$ cat src/rtl/instr_fetch_unit_if.sv
// Fetch-stage bundle: control-unit requests/redirects, instruction-memory
// read port and the decoded fetch outputs.
interface instr_fetch_unit_if #(
    parameter int unsigned XLEN  = 64,
    parameter int unsigned ILEN  = 32,
    parameter int unsigned CNT_W = 32
);
    logic             FETCH_REQ;
    logic             REDIRECT_VALID;
    logic [XLEN-1:0]  REDIRECT_PC;
    logic [ILEN-1:0]  MEM_RDATA;
    logic [31:0]      MEM_RADDR;
    logic [XLEN-1:0]  PC;
    logic [ILEN-1:0]  IR;
    logic [6:0]       IR6_0;
    logic [4:0]       IR11_7;
    logic [4:0]       IR19_15;
    logic [4:0]       IR24_20;
    logic             INSTR_VALID;
    logic             BUSY;
    logic             MISALIGNED;
    logic [CNT_W-1:0] FETCH_COUNT;

    modport master (
        output FETCH_REQ, REDIRECT_VALID, REDIRECT_PC, MEM_RDATA,
        input  MEM_RADDR, PC, IR, IR6_0, IR11_7, IR19_15, IR24_20,
               INSTR_VALID, BUSY, MISALIGNED, FETCH_COUNT
    );

    modport slave (
        input  FETCH_REQ, REDIRECT_VALID, REDIRECT_PC, MEM_RDATA,
        output MEM_RADDR, PC, IR, IR6_0, IR11_7, IR19_15, IR24_20,
               INSTR_VALID, BUSY, MISALIGNED, FETCH_COUNT
    );
endinterface

$ cat src/rtl/instr_fetch_unit.sv
// Multicycle instruction fetch: owns PC, waits MEM_LAT cycles for the
// instruction memory, loads IR, advances PC and exposes decode fields.
module instr_fetch_unit #(
    parameter int unsigned     XLEN     = 64,
    parameter int unsigned     ILEN     = 32,
    parameter int unsigned     MEM_LAT  = 1,
    parameter logic [XLEN-1:0] RESET_PC = '0,
    parameter int unsigned     PC_STEP  = 4,
    parameter int unsigned     CNT_W    = 32
) (
    input logic               CLK,
    input logic               RESET,
    instr_fetch_unit_if.slave bus
);
    typedef enum logic [1:0] {ST_IDLE, ST_WAIT, ST_VALID} state_e;

    localparam logic [3:0]      LAST_CNT = 4'(MEM_LAT - 1);
    localparam logic [XLEN-1:0] STEP     = XLEN'(PC_STEP);

    state_e           state_q, state_d;
    logic [XLEN-1:0]  pc_q, pc_d;
    logic [ILEN-1:0]  ir_q, ir_d;
    logic [3:0]       wait_cnt_q, wait_cnt_d;
    logic [CNT_W-1:0] fetch_count_q, fetch_count_d;
    logic             misaligned_q, misaligned_d;
    logic             redirect_ok;

    always_ff @(posedge CLK or posedge RESET) begin
        if (RESET) begin
            state_q       <= ST_IDLE;
            pc_q          <= RESET_PC;
            ir_q          <= '0;
            wait_cnt_q    <= '0;
            fetch_count_q <= '0;
            misaligned_q  <= 1'b0;
        end else begin
            state_q       <= state_d;
            pc_q          <= pc_d;
            ir_q          <= ir_d;
            wait_cnt_q    <= wait_cnt_d;
            fetch_count_q <= fetch_count_d;
            misaligned_q  <= misaligned_d;
        end
    end

    always_comb begin
        state_d       = state_q;
        pc_d          = pc_q;
        ir_d          = ir_q;
        wait_cnt_d    = wait_cnt_q;
        fetch_count_d = fetch_count_q;
        misaligned_d  = misaligned_q;
        redirect_ok   = bus.REDIRECT_VALID && (bus.REDIRECT_PC[1:0] == 2'b00);

        // A misaligned target only raises the flag; the FSM carries on as if no redirect came.
        if (bus.REDIRECT_VALID && !redirect_ok) begin
            misaligned_d = 1'b1;
        end

        if (redirect_ok) begin
            pc_d       = bus.REDIRECT_PC;
            state_d    = ST_IDLE;
            wait_cnt_d = '0;
        end else begin
            unique case (state_q)
                ST_IDLE: begin
                    if (bus.FETCH_REQ) begin
                        state_d    = ST_WAIT;
                        wait_cnt_d = '0;
                    end
                end
                ST_WAIT: begin
                    wait_cnt_d = wait_cnt_q + 4'd1;
                    if (wait_cnt_q == LAST_CNT) begin
                        ir_d          = bus.MEM_RDATA;
                        pc_d          = pc_q + STEP;
                        fetch_count_d = fetch_count_q + 1'b1;
                        wait_cnt_d    = '0;
                        state_d       = ST_VALID;
                    end
                end
                ST_VALID: begin
                    wait_cnt_d = '0;
                    state_d    = bus.FETCH_REQ ? ST_WAIT : ST_IDLE;
                end
                default: begin
                    state_d    = ST_IDLE;
                    wait_cnt_d = '0;
                end
            endcase
        end
    end

    assign bus.MEM_RADDR   = pc_q[31:0];
    assign bus.PC          = pc_q;
    assign bus.IR          = ir_q;
    assign bus.IR6_0       = ir_q[6:0];
    assign bus.IR11_7      = ir_q[11:7];
    assign bus.IR19_15     = ir_q[19:15];
    assign bus.IR24_20     = ir_q[24:20];
    assign bus.INSTR_VALID = (state_q == ST_VALID);
    assign bus.BUSY        = (state_q == ST_WAIT);
    assign bus.MISALIGNED  = misaligned_q;
    assign bus.FETCH_COUNT = fetch_count_q;
endmodule

$ cat src/flat_wrapper.sv
// flat-port wrapper written by rule: the top's interface ports become plain ports
module instr_fetch_unit_flat 
#(
    parameter int unsigned     XLEN     = 64,
    parameter int unsigned     ILEN     = 32,
    parameter int unsigned     MEM_LAT  = 1,
    parameter logic [XLEN-1:0] RESET_PC = '0,
    parameter int unsigned     PC_STEP  = 4,
    parameter int unsigned     CNT_W    = 32
)
  (CLK, RESET, bus_FETCH_REQ, bus_REDIRECT_VALID, bus_REDIRECT_PC, bus_MEM_RDATA, bus_MEM_RADDR, bus_PC, bus_IR, bus_IR6_0, bus_IR11_7, bus_IR19_15, bus_IR24_20, bus_INSTR_VALID, bus_BUSY, bus_MISALIGNED, bus_FETCH_COUNT);
  instr_fetch_unit_if #(.XLEN(XLEN), .ILEN(ILEN), .CNT_W(CNT_W)) bus_i ();
  input logic CLK;
  input logic RESET;
  input wire logic [$bits(bus_i.FETCH_REQ)-1:0] bus_FETCH_REQ;
  input wire logic [$bits(bus_i.REDIRECT_VALID)-1:0] bus_REDIRECT_VALID;
  input wire logic [$bits(bus_i.REDIRECT_PC)-1:0] bus_REDIRECT_PC;
  input wire logic [$bits(bus_i.MEM_RDATA)-1:0] bus_MEM_RDATA;
  output wire logic [$bits(bus_i.MEM_RADDR)-1:0] bus_MEM_RADDR;
  output wire logic [$bits(bus_i.PC)-1:0] bus_PC;
  output wire logic [$bits(bus_i.IR)-1:0] bus_IR;
  output wire logic [$bits(bus_i.IR6_0)-1:0] bus_IR6_0;
  output wire logic [$bits(bus_i.IR11_7)-1:0] bus_IR11_7;
  output wire logic [$bits(bus_i.IR19_15)-1:0] bus_IR19_15;
  output wire logic [$bits(bus_i.IR24_20)-1:0] bus_IR24_20;
  output wire logic [$bits(bus_i.INSTR_VALID)-1:0] bus_INSTR_VALID;
  output wire logic [$bits(bus_i.BUSY)-1:0] bus_BUSY;
  output wire logic [$bits(bus_i.MISALIGNED)-1:0] bus_MISALIGNED;
  output wire logic [$bits(bus_i.FETCH_COUNT)-1:0] bus_FETCH_COUNT;
  assign bus_i.FETCH_REQ = bus_FETCH_REQ;
  assign bus_i.REDIRECT_VALID = bus_REDIRECT_VALID;
  assign bus_i.REDIRECT_PC = bus_REDIRECT_PC;
  assign bus_i.MEM_RDATA = bus_MEM_RDATA;
  assign bus_MEM_RADDR = bus_i.MEM_RADDR;
  assign bus_PC = bus_i.PC;
  assign bus_IR = bus_i.IR;
  assign bus_IR6_0 = bus_i.IR6_0;
  assign bus_IR11_7 = bus_i.IR11_7;
  assign bus_IR19_15 = bus_i.IR19_15;
  assign bus_IR24_20 = bus_i.IR24_20;
  assign bus_INSTR_VALID = bus_i.INSTR_VALID;
  assign bus_BUSY = bus_i.BUSY;
  assign bus_MISALIGNED = bus_i.MISALIGNED;
  assign bus_FETCH_COUNT = bus_i.FETCH_COUNT;
  instr_fetch_unit #(.XLEN(XLEN), .ILEN(ILEN), .MEM_LAT(MEM_LAT), .RESET_PC(RESET_PC), .PC_STEP(PC_STEP), .CNT_W(CNT_W)) u_core (.CLK(CLK), .RESET(RESET), .bus(bus_i));
endmodule
$ cat config.mk
export PLATFORM = sky130hd
export DESIGN_NAME = instr_fetch_unit_flat
export DESIGN_NICKNAME = d
export VERILOG_FILES = /design/src/rtl/instr_fetch_unit_if.sv /design/src/rtl/instr_fetch_unit.sv /design/src/flat_wrapper.sv
export SDC_FILE = /design/constraint.sdc
export NUM_CORES = 1
export LEC_CHECK = 0
export CAP_MARGIN = 10
export CORE_MARGIN = 2
export CORE_UTILIZATION = 40
export CTS_CLUSTER_DIAMETER = 100
export CTS_CLUSTER_SIZE = 25
export DETAILED_ROUTE_END_ITERATION = 16
export PLACE_DENSITY = 0.77
export SETUP_SLACK_MARGIN = 0.02
export SYNTH_ARGS = -nofsm -noshare
export SYNTH_HDL_FRONTEND = slang
export SYNTH_SLANG_ARGS = --single-unit
$ cat constraint.sdc
create_clock -name CLK -period 4.7 [get_ports CLK]
set_input_delay 0.94 -clock CLK [delete_from_list [all_inputs] [get_ports CLK]]
set_output_delay 0.94 -clock CLK [all_outputs]
set_load 0.02 [all_outputs]
==> impl_table.tex, run 1 <==
\begin{tabular}{lr}
\hline
Metric & Value \\
\hline
\multicolumn{2}{l}{\textbf{STA}} \\
Final count of negative-setup-slack endpoints & 0 \\
Measured slew at the worst slew-check pin & 1.05 ns \\
Min Hold Slack & 0.473 ns \\
Highest clock rate & 291 MHz \\
Final Hold Vio Count & 0 \\
Worst setup skew after layout & 0.00990 ns \\
RSZ-0062 raised after global routing & no \\
Setup TNS Final & 0 ns \\
Fraction of the cycle the final worst path needs & 0.731 \\
Worst relative slew slack & 0.291 \\
Post-route minimum period & 3.44 ns \\
Final worst-path setup slack & 1.26 ns \\
Number of pins exceeding their max-slew limit in the final report & 0 \\
\multicolumn{2}{l}{\textbf{Detailed routing}} \\
Iteration count of the initial detailed-routing pass & 5 \\
Final WL & 21100 um \\
Drt wl/cell & 16.8 um \\
\# DRC & 0 \\
Via count & 6657 \\
Via density per instance & 5.30 \\
Number of nets with antenna violations after detailed routing & 0 \\
Detailed Route Iter0 Violations & 546 \\
\multicolumn{2}{l}{\textbf{Critical path}} \\
Critical Path, Cell by Cell & inv\_1 -> ha\_1 -> nor3b\_1 -> nand4\_1 -> or3\_4 -> or4\_1 -> a31oi\_1 \\
Type of destination of the critical path & flop \\
Crit path largest cell delay & 0.71 ns \\
Library cell contributing the largest single delay on the critical path & sky130\_fd\_sc\_hd\_\_nor3b\_1 \\
Worst Path Arrival & 3.79 ns \\
Biggest fanout along the worst timing path & 13 \\
Cell count of the worst reg-to-reg path & 7 \\
Critical path startpoint & u\_core.wait\_cnt\_q[0]\$\_DFFE\_PP0P\_ \\
End of the worst register-to-register path & u\_core.bus.PC[56]\$\_DFFE\_PP0P\_ \\
Startpoint class of the critical path & flop \\
Beginning of the worst register-to-register path & u\_core.wait\_cnt\_q[0]\$\_DFFE\_PP0P\_ \\
Register-to-register setup slack & 1.26 ns \\
Kind of critical path & reg -> reg \\
Required time at the endpoint of the critical path & 5.05 ns \\
\multicolumn{2}{l}{\textbf{Synthesis}} \\
Most used DFF post-synth & sky130\_fd\_sc\_hd\_\_dfrtp\_1 \\
Async set-reset flop share out of synthesis & 1.00 \\
Number of synthesized register bits & 135 \\
YS warnings & 0 \\
Net count after synthesis & 900 \\
Gate count of the mapped netlist & 796 \\
Post-synthesis cell area & 7110 um\^{}2 \\
Avg Cell Area, Syn & 8.94 um\^{}2 \\
Sequential cell area fraction in the yosys report & 0.475 \\
EDFF count, synth & 0 \\
Post-synthesis cell type count & 43 \\
\multicolumn{2}{l}{\textbf{Placement}} \\
Placed wire-length estimate & 15300 um \\
Quantity of I/O buffers inserted on ports & 284 \\
Number of placed cells counting well taps & 1225 \\
Last weighted congestion value of the routability-driven placer & 0.836 \\
Worst setup slack after placement & 1.26 ns \\
\multicolumn{2}{l}{\textbf{Cells and area}} \\
Share of layout cells above drive strength 1 & 0.0455 \\
FF+latch area & 3380 um\^{}2 \\
Final layout net count & 1123 \\
Area growth syn-to-layout & 44.8\% \\
Fin cells & 1257 \\
Filler instances & 1481 \\
Area taken by multi-input logic gates & 3170 um\^{}2 \\
\# diodes & 0 \\
\multicolumn{2}{l}{\textbf{Clock network}} \\
Clock transition time at the flip-flop clock pins of the worst setup and hold paths & 0.06 ns \\
Count of clock tree sinks & 135 \\
Maximum level of the CTS H-tree & 4 \\
Clock buffers created by TritonCTS & 17 \\
Hold bufs inserted after CTS & 0 \\
Clk Tree Root Cell & sky130\_fd\_sc\_hd\_\_clkbuf\_16 \\
Number of buffers between clock root and the deepest sink & 2 \\
Latest clock arrival within the worst-skew pair & 0.43 ns \\
Total of cells resized after clock tree synthesis & 0 \\
TritonCTS clock tree & done \\
Post-CTS Repair Setup Buffers & 0 \\
\multicolumn{2}{l}{\textbf{Floorplan}} \\
Floorplan die height & 137 um \\
Initial core utilization & 0.410 \\
X dimension of the die & 137 um \\
Core Box Area & 17400 um\^{}2 \\
Io pins & 285 \\
Die Outline Area & 18900 um\^{}2 \\
Number of placement rows & 48 \\
\multicolumn{2}{l}{\textbf{Flow run}} \\
Maximum Capacitance Violations & 0 \\
\multicolumn{2}{l}{\textbf{Power}} \\
Leakage Power & 4.07 nW \\
Largest voltage drop on the vdd net & 0.266 mV \\
Power density over the cells & 424 nW/um\^{}2 \\
\multicolumn{2}{l}{\textbf{GRT}} \\
Wire length of the first global-routing pass & 32500 um \\
Initial antenna violation count & 0 \\
Vias in the first global route & 6304 \\
Pin count of the biggest net entering global routing & 92 \\
Remaining global-route overflow & 0 \\
Global router's overall resource usage & 0.223 \\
\multicolumn{2}{l}{\textbf{Worst hold path}} \\
Hold Path Depth & 1 \\
Path category of the worst min-delay check & reg -> reg \\
Hold endpoint & u\_core.bus.MISALIGNED\$\_DFFE\_PP0P\_ \\
Source of the worst hold timing path & u\_core.bus.MISALIGNED\$\_DFFE\_PP0P\_ \\
\multicolumn{2}{l}{\textbf{Run status}} \\
Outcome & finished clean \\
\hline
\end{tabular}
[worst max-delay path: cells and delay by family, from the launching register on]
kind | cells | cell delay (ns)
and+or+nand+nor | 4 | 2.57
DFF | 1 | 0.41
AOI/OAI and AO/OA | 1 | 0.16
adders and majority gates | 1 | 0.14
buffers and inverters | 1 | 0.07
[logic make-up (layout without fill, tap and decap cells)]
logic type	Yosys count	count (layout)	synth area share
flops	135	135	0.475
mux	2	2	0.00281
fa+ha+maj	4	4	0.00704
simple gates	405	405	0.284
xor+xnor	63	63	0.0776
buf+inv	95	331	0.0799
compound gates	92	92	0.0737
[placed cells by master (no fill, tap or decap), types with 8 or more instances in the layout]
cell type,netlist,layout
sky130_fd_sc_hd__a31oi_1,21,21
sky130_fd_sc_hd__or3_1,18,18
sky130_fd_sc_hd__and3_1,15,15
sky130_fd_sc_hd__or4_1,14,14
sky130_fd_sc_hd__nand3_1,52,52
sky130_fd_sc_hd__xnor2_1,41,41
sky130_fd_sc_hd__nor4_1,19,19
sky130_fd_sc_hd__clkbuf_16,0,17
sky130_fd_sc_hd__nor2_1,36,36
sky130_fd_sc_hd__a21oi_1,8,8
sky130_fd_sc_hd__nand2_1,170,170
sky130_fd_sc_hd__dfrtp_1,135,135
sky130_fd_sc_hd__xor2_1,22,22
sky130_fd_sc_hd__nor3_1,12,12
sky130_fd_sc_hd__clkdlybuf4s50_1,0,284
sky130_fd_sc_hd__nand4_1,38,38
sky130_fd_sc_hd__o21ai_0,49,49
[cell type report]
cell class | instances | share of cell area
timing repair buffer | 290 | 0.280
clock buffer | 17 | 0.0413
clock inverter | 15 | 0.0115
tap | 225 | 0.0273
sequential | 135 | 0.328
multi-input combinational | 566 | 0.308
inverter | 9 | 0.00376
[cell usage after synthesis (18+ instances only)]
| library cell | instances | area share |
|---|---|---|
| sky130_fd_sc_hd__a31oi_1 | 21 | 0.018 |
| sky130_fd_sc_hd__buf_4 | 54 | 0.057 |
| sky130_fd_sc_hd__clkbuf_1 | 28 | 0.015 |
| sky130_fd_sc_hd__dfrtp_1 | 135 | 0.47 |
| sky130_fd_sc_hd__nand2_1 | 170 | 0.090 |
| sky130_fd_sc_hd__nand3_1 | 52 | 0.037 |
| sky130_fd_sc_hd__nand4_1 | 38 | 0.033 |
| sky130_fd_sc_hd__nor2_1 | 36 | 0.019 |
| sky130_fd_sc_hd__nor4_1 | 19 | 0.017 |
| sky130_fd_sc_hd__o21ai_0 | 49 | 0.034 |
| sky130_fd_sc_hd__or3_1 | 18 | 0.016 |
| sky130_fd_sc_hd__xnor2_1 | 41 | 0.050 |
| sky130_fd_sc_hd__xor2_1 | 22 | 0.027 |
[through the flow]
step	util	power, mW	instance area, um^2
after floorplan	-	2.44	7110
after global placement	0.562	3.12	9760
after detailed placement	0.562	3.14	9760
after CTS	0.594	4.40	10300
after global routing	0.594	4.57	10300
final	0.594	4.37	10300
[worst max path at each step]
stage	slack, ns	end	cells past startpoint
global route	0.97	u_core.bus.PC[56]$_DFFE_PP0P_	7
global placement	1.33	u_core.bus.PC[56]$_DFFE_PP0P_	7
finish	1.26	u_core.bus.PC[56]$_DFFE_PP0P_	7
detailed placement	1.26	u_core.bus.FETCH_COUNT[26]$_DFFE_PP0P_	6
CTS	1.25	u_core.bus.PC[56]$_DFFE_PP0P_	7
floorplan	0.15	u_core.bus.FETCH_COUNT[0]$_DFFE_PP0P_	1
[per-layer routing]
layer / routed length, um / GRT usage / vias up
met2: 10100 / 0.372 / 285
met3: 1850 / 0.0659 / 25
met4: 362 / 0.0739 / 0
li1: - / - / 3195
met5: 0 / 0 / -
met1: 8830 / 0.276 / 3152
[where the power goes]
group          internal (mW)  switching [mW]  leakage (nW)
Clock                  0.685           0.560         0.263
Combinational          0.726           0.748          2.14
Sequential              1.36           0.288          1.67
[sequential cells by signal (all words and copies together), names as in the netlist]
register,cells
u_core.wait_cnt_q,4
u_core.bus.IR,32
u_core.bus.PC,64
u_core.state_q,2
u_core.bus.FETCH_COUNT,32
u_core.bus.MISALIGNED,1
Power figures use the tool's default switching activity.
==> run 2, diff against run 1 <==
clock period = 3.05 ns   (was 4.7 ns; I/O delays follow)
==> run 2 against run 1 <==
Compared with the run above: sequential cell count unchanged; critical path depth decreased by 2; clock-buffer cell count increased by 2; largest cell class unchanged; sequential share of layout area decreased by 0.55 points; cell count increased by 1.3%; critical path type unchanged; first-iteration DRC count decreased by 23%; wire length increased by 2.3%.
==> impl_table.tex, run 2 (synthesized netlist as in run 1, its figures left out) <==
\begin{tabular}{lr}
\hline
Metric & Value \\
\hline
\multicolumn{2}{l}{\textbf{Clock network}} \\
Clk Tree Root Cell & sky130\_fd\_sc\_hd\_\_clkbuf\_16 \\
Number of buffers between clock root and the deepest sink & 2 (unchanged) \\
Latest clock arrival within the worst-skew pair & 0.43 ns (about the same) \\
Post-CTS Repair Setup Buffers & 0 (unchanged) \\
Total of cells resized after clock tree synthesis & 0 (unchanged) \\
Hold bufs inserted after CTS & 0 (unchanged) \\
Maximum level of the CTS H-tree & 4 (unchanged) \\
Count of clock tree sinks & 135 (unchanged) \\
Clock buffers created by TritonCTS & 17 (unchanged) \\
Clock transition time at the flip-flop clock pins of the worst setup and hold paths & 0.06 ns (about the same) \\
TritonCTS clock tree & done \\
\multicolumn{2}{l}{\textbf{Floorplan}} \\
Floorplan die height & 137 um (unchanged) \\
Initial core utilization & 0.410 (unchanged) \\
Number of placement rows & 48 (unchanged) \\
Die Outline Area & 18900 um\^{}2 (unchanged) \\
X dimension of the die & 137 um (unchanged) \\
Core Box Area & 17400 um\^{}2 (unchanged) \\
Io pins & 285 (unchanged) \\
\multicolumn{2}{l}{\textbf{Placement}} \\
Placed wire-length estimate & 15800 um (+3.7\%) \\
Placed inst area & 9900 um\^{}2 (+1.5\%) \\
Quantity of I/O buffers inserted on ports & 284 (unchanged) \\
Last weighted congestion value of the routability-driven placer & 0.848 (+1.5\%) \\
Worst setup slack after placement & 0.386 ns (-0.874 ns) \\
\multicolumn{2}{l}{\textbf{Run status}} \\
Outcome & finished clean \\
\multicolumn{2}{l}{\textbf{Power}} \\
Power density over the cells & 655 nW/um\^{}2 (+54\%) \\
Leakage Power & 4.17 nW (+2.6\%) \\
Largest voltage drop on the vdd net & 0.374 mV (+41\%) \\
PnR Total Power & 6.86 mW (+57\%) \\
\multicolumn{2}{l}{\textbf{STA}} \\
RSZ-0062 raised after global routing & no \\
Final Hold Vio Count & 0 (unchanged) \\
Setup TNS Final & 0 ns (unchanged) \\
Worst relative slew slack & 0.440 (+0.150) \\
Final worst-path setup slack & 0.366 ns (-0.896 ns) \\
Number of pins exceeding their max-slew limit in the final report & 0 (unchanged) \\
Worst setup skew after layout & 0.0119 ns (+0.00200 ns) \\
Measured slew at the worst slew-check pin & 0.832 ns (-0.223 ns) \\
Fraction of the cycle the final worst path needs & 0.880 (+0.149) \\
Final count of negative-setup-slack endpoints & 0 (unchanged) \\
Highest clock rate & 373 MHz (+28\%) \\
Post-route minimum period & 2.68 ns (-0.754 ns) \\
\multicolumn{2}{l}{\textbf{Cells and area}} \\
Area growth syn-to-layout & 47.3\% \\
Final layout net count & 1139 (+1.4\%) \\
Final instance area & 10500 um\^{}2 (+1.7\%) \\
Final Core Density & 0.604 (+0.0102) \\
Share of layout cells above drive strength 1 & 0.0592 (+0.0136) \\
Max FFs per register & 64 (unchanged) \\
\# diodes & 0 (unchanged) \\
Commonest non-fill, non-tap cell in the layout & sky130\_fd\_sc\_hd\_\_clkdlybuf4s50\_1 \\
Commonest cells after routing, fill and taps aside & sky130\_fd\_sc\_hd\_\_clkdlybuf4s50\_1, sky130\_fd\_sc\_hd\_\_nand2\_1, sky130\_fd\_sc\_hd\_\_dfrtp\_1 \\
\multicolumn{2}{l}{\textbf{Detailed routing}} \\
Iteration count of the initial detailed-routing pass & 5 (unchanged) \\
Drt wl/cell & 17.0 um (+0.99\%) \\
Number of nets with antenna violations after detailed routing & 0 (unchanged) \\
Via density per instance & 5.30 (+0.12\%) \\
Detailed Route Iter0 Violations & 423 (-23\%) \\
Final WL & 21600 um (+2.3\%) \\
\# DRC & 0 (unchanged) \\
Via count & 6750 (+1.4\%) \\
\multicolumn{2}{l}{\textbf{Critical path}} \\
Required time at the endpoint of the critical path & 3.35 ns (-1.70 ns) \\
Kind of critical path & reg -> reg \\
Startpoint class of the critical path & flop \\
Type of destination of the critical path & flop \\
Worst Path Arrival & 2.99 ns (-0.80 ns) \\
Cell count of the worst reg-to-reg path & 5 (-2) \\
Biggest fanout along the worst timing path & 9 (-4) \\
\multicolumn{2}{l}{\textbf{GRT}} \\
Wire length of the first global-routing pass & 33900 um (+4.3\%) \\
Global router's overall resource usage & 0.231 (+0.00816) \\
Pin count of the biggest net entering global routing & 82 (-11\%) \\
Remaining global-route overflow & 0 (unchanged) \\
Vias in the first global route & 6496 (+3.0\%) \\
Initial antenna violation count & 0 (unchanged) \\
\multicolumn{2}{l}{\textbf{Flow run}} \\
Maximum Capacitance Violations & 0 (unchanged) \\
\multicolumn{2}{l}{\textbf{Worst hold path}} \\
Path category of the worst min-delay check & reg -> reg \\
Hold Path Depth & 1 (unchanged) \\
\hline
\end{tabular}
-- run 2: changes by cell type in the layout (fill, tap and decap cells not counted), moves of 2 or more --
cell,previous run,this run
sky130_fd_sc_hd__clkinv_2,3,1
sky130_fd_sc_hd__clkinvlp_4,3,1
sky130_fd_sc_hd__clkinv_4,2,4
sky130_fd_sc_hd__buf_4,6,20
sky130_fd_sc_hd__buf_12,0,2
-- run 2: path summary, 6_finish.rpt --
kind                                                              from                                endpoint  slack [ns]
min in group asynchronous                                        RESET            u_core.bus.IR[8]$_DFFE_PP0P_        0.64
worst min-delay path            u_core.bus.FETCH_COUNT[31]$_DFFE_PP0P_  u_core.bus.FETCH_COUNT[31]$_DFFE_PP0P_        0.47
worst max register to register           u_core.bus.PC[10]$_DFFE_PP0P_           u_core.bus.PC[63]$_DFFE_PP0P_        0.37
max in group asynchronous                                        RESET           u_core.bus.PC[58]$_DFFE_PP0P_        1.99
worst max-delay path                     u_core.bus.PC[10]$_DFFE_PP0P_           u_core.bus.PC[63]$_DFFE_PP0P_        0.37
worst min register to register  u_core.bus.FETCH_COUNT[31]$_DFFE_PP0P_  u_core.bus.FETCH_COUNT[31]$_DFFE_PP0P_        0.47
-- run 2: final cells by class --
class	instances	area [um^2]
Fill cell	1510	6880
Tap cell	225	282
Timing Repair Buffer	306	3030
Inverter	9	37.5
Sequential cell	135	3380
Multi-Input combinational cell	566	3170
Clock buffer	19	443
Clock inverter	13	134
-- run 2: critical path: stages, from the launching register on --
cell and delay (ns):
sky130_fd_sc_hd__dfrtp_1 0.48, sky130_fd_sc_hd__nand4_2 0.25, sky130_fd_sc_hd__or4_1 0.73, sky130_fd_sc_hd__or3_1 0.51
sky130_fd_sc_hd__o31a_1 0.33, sky130_fd_sc_hd__o31a_1 0.28
-- run 2: power breakdown --
group | internal [mW] | switching, mW | leakage, nW
logic | 1.14 | 1.16 | 2.22
registers | 2.09 | 0.447 | 1.67
clock network | 1.17 | 0.857 | 0.286
-- run 2: metal layers --
layer | GRT usage | vias to the layer above | wire length (um)
met5 | 0 | - | 0
met4 | 0.0767 | 0 | 461
met3 | 0.0743 | 37 | 1920
met2 | 0.379 | 292 | 10200
met1 | 0.288 | 3203 | 9030
li1 | - | 3218 | -
-- run 2: metrics by stage --
step | hold WS [ns] | instances
2_1_floorplan | 0.453 | 796
5_1_grt | 0.484 | 1273
3_3_place_gp | 0.454 | 1241
3_5_place_dp | 0.454 | 1241
4_1_cts | 0.476 | 1273
6_report | 0.470 | 1273
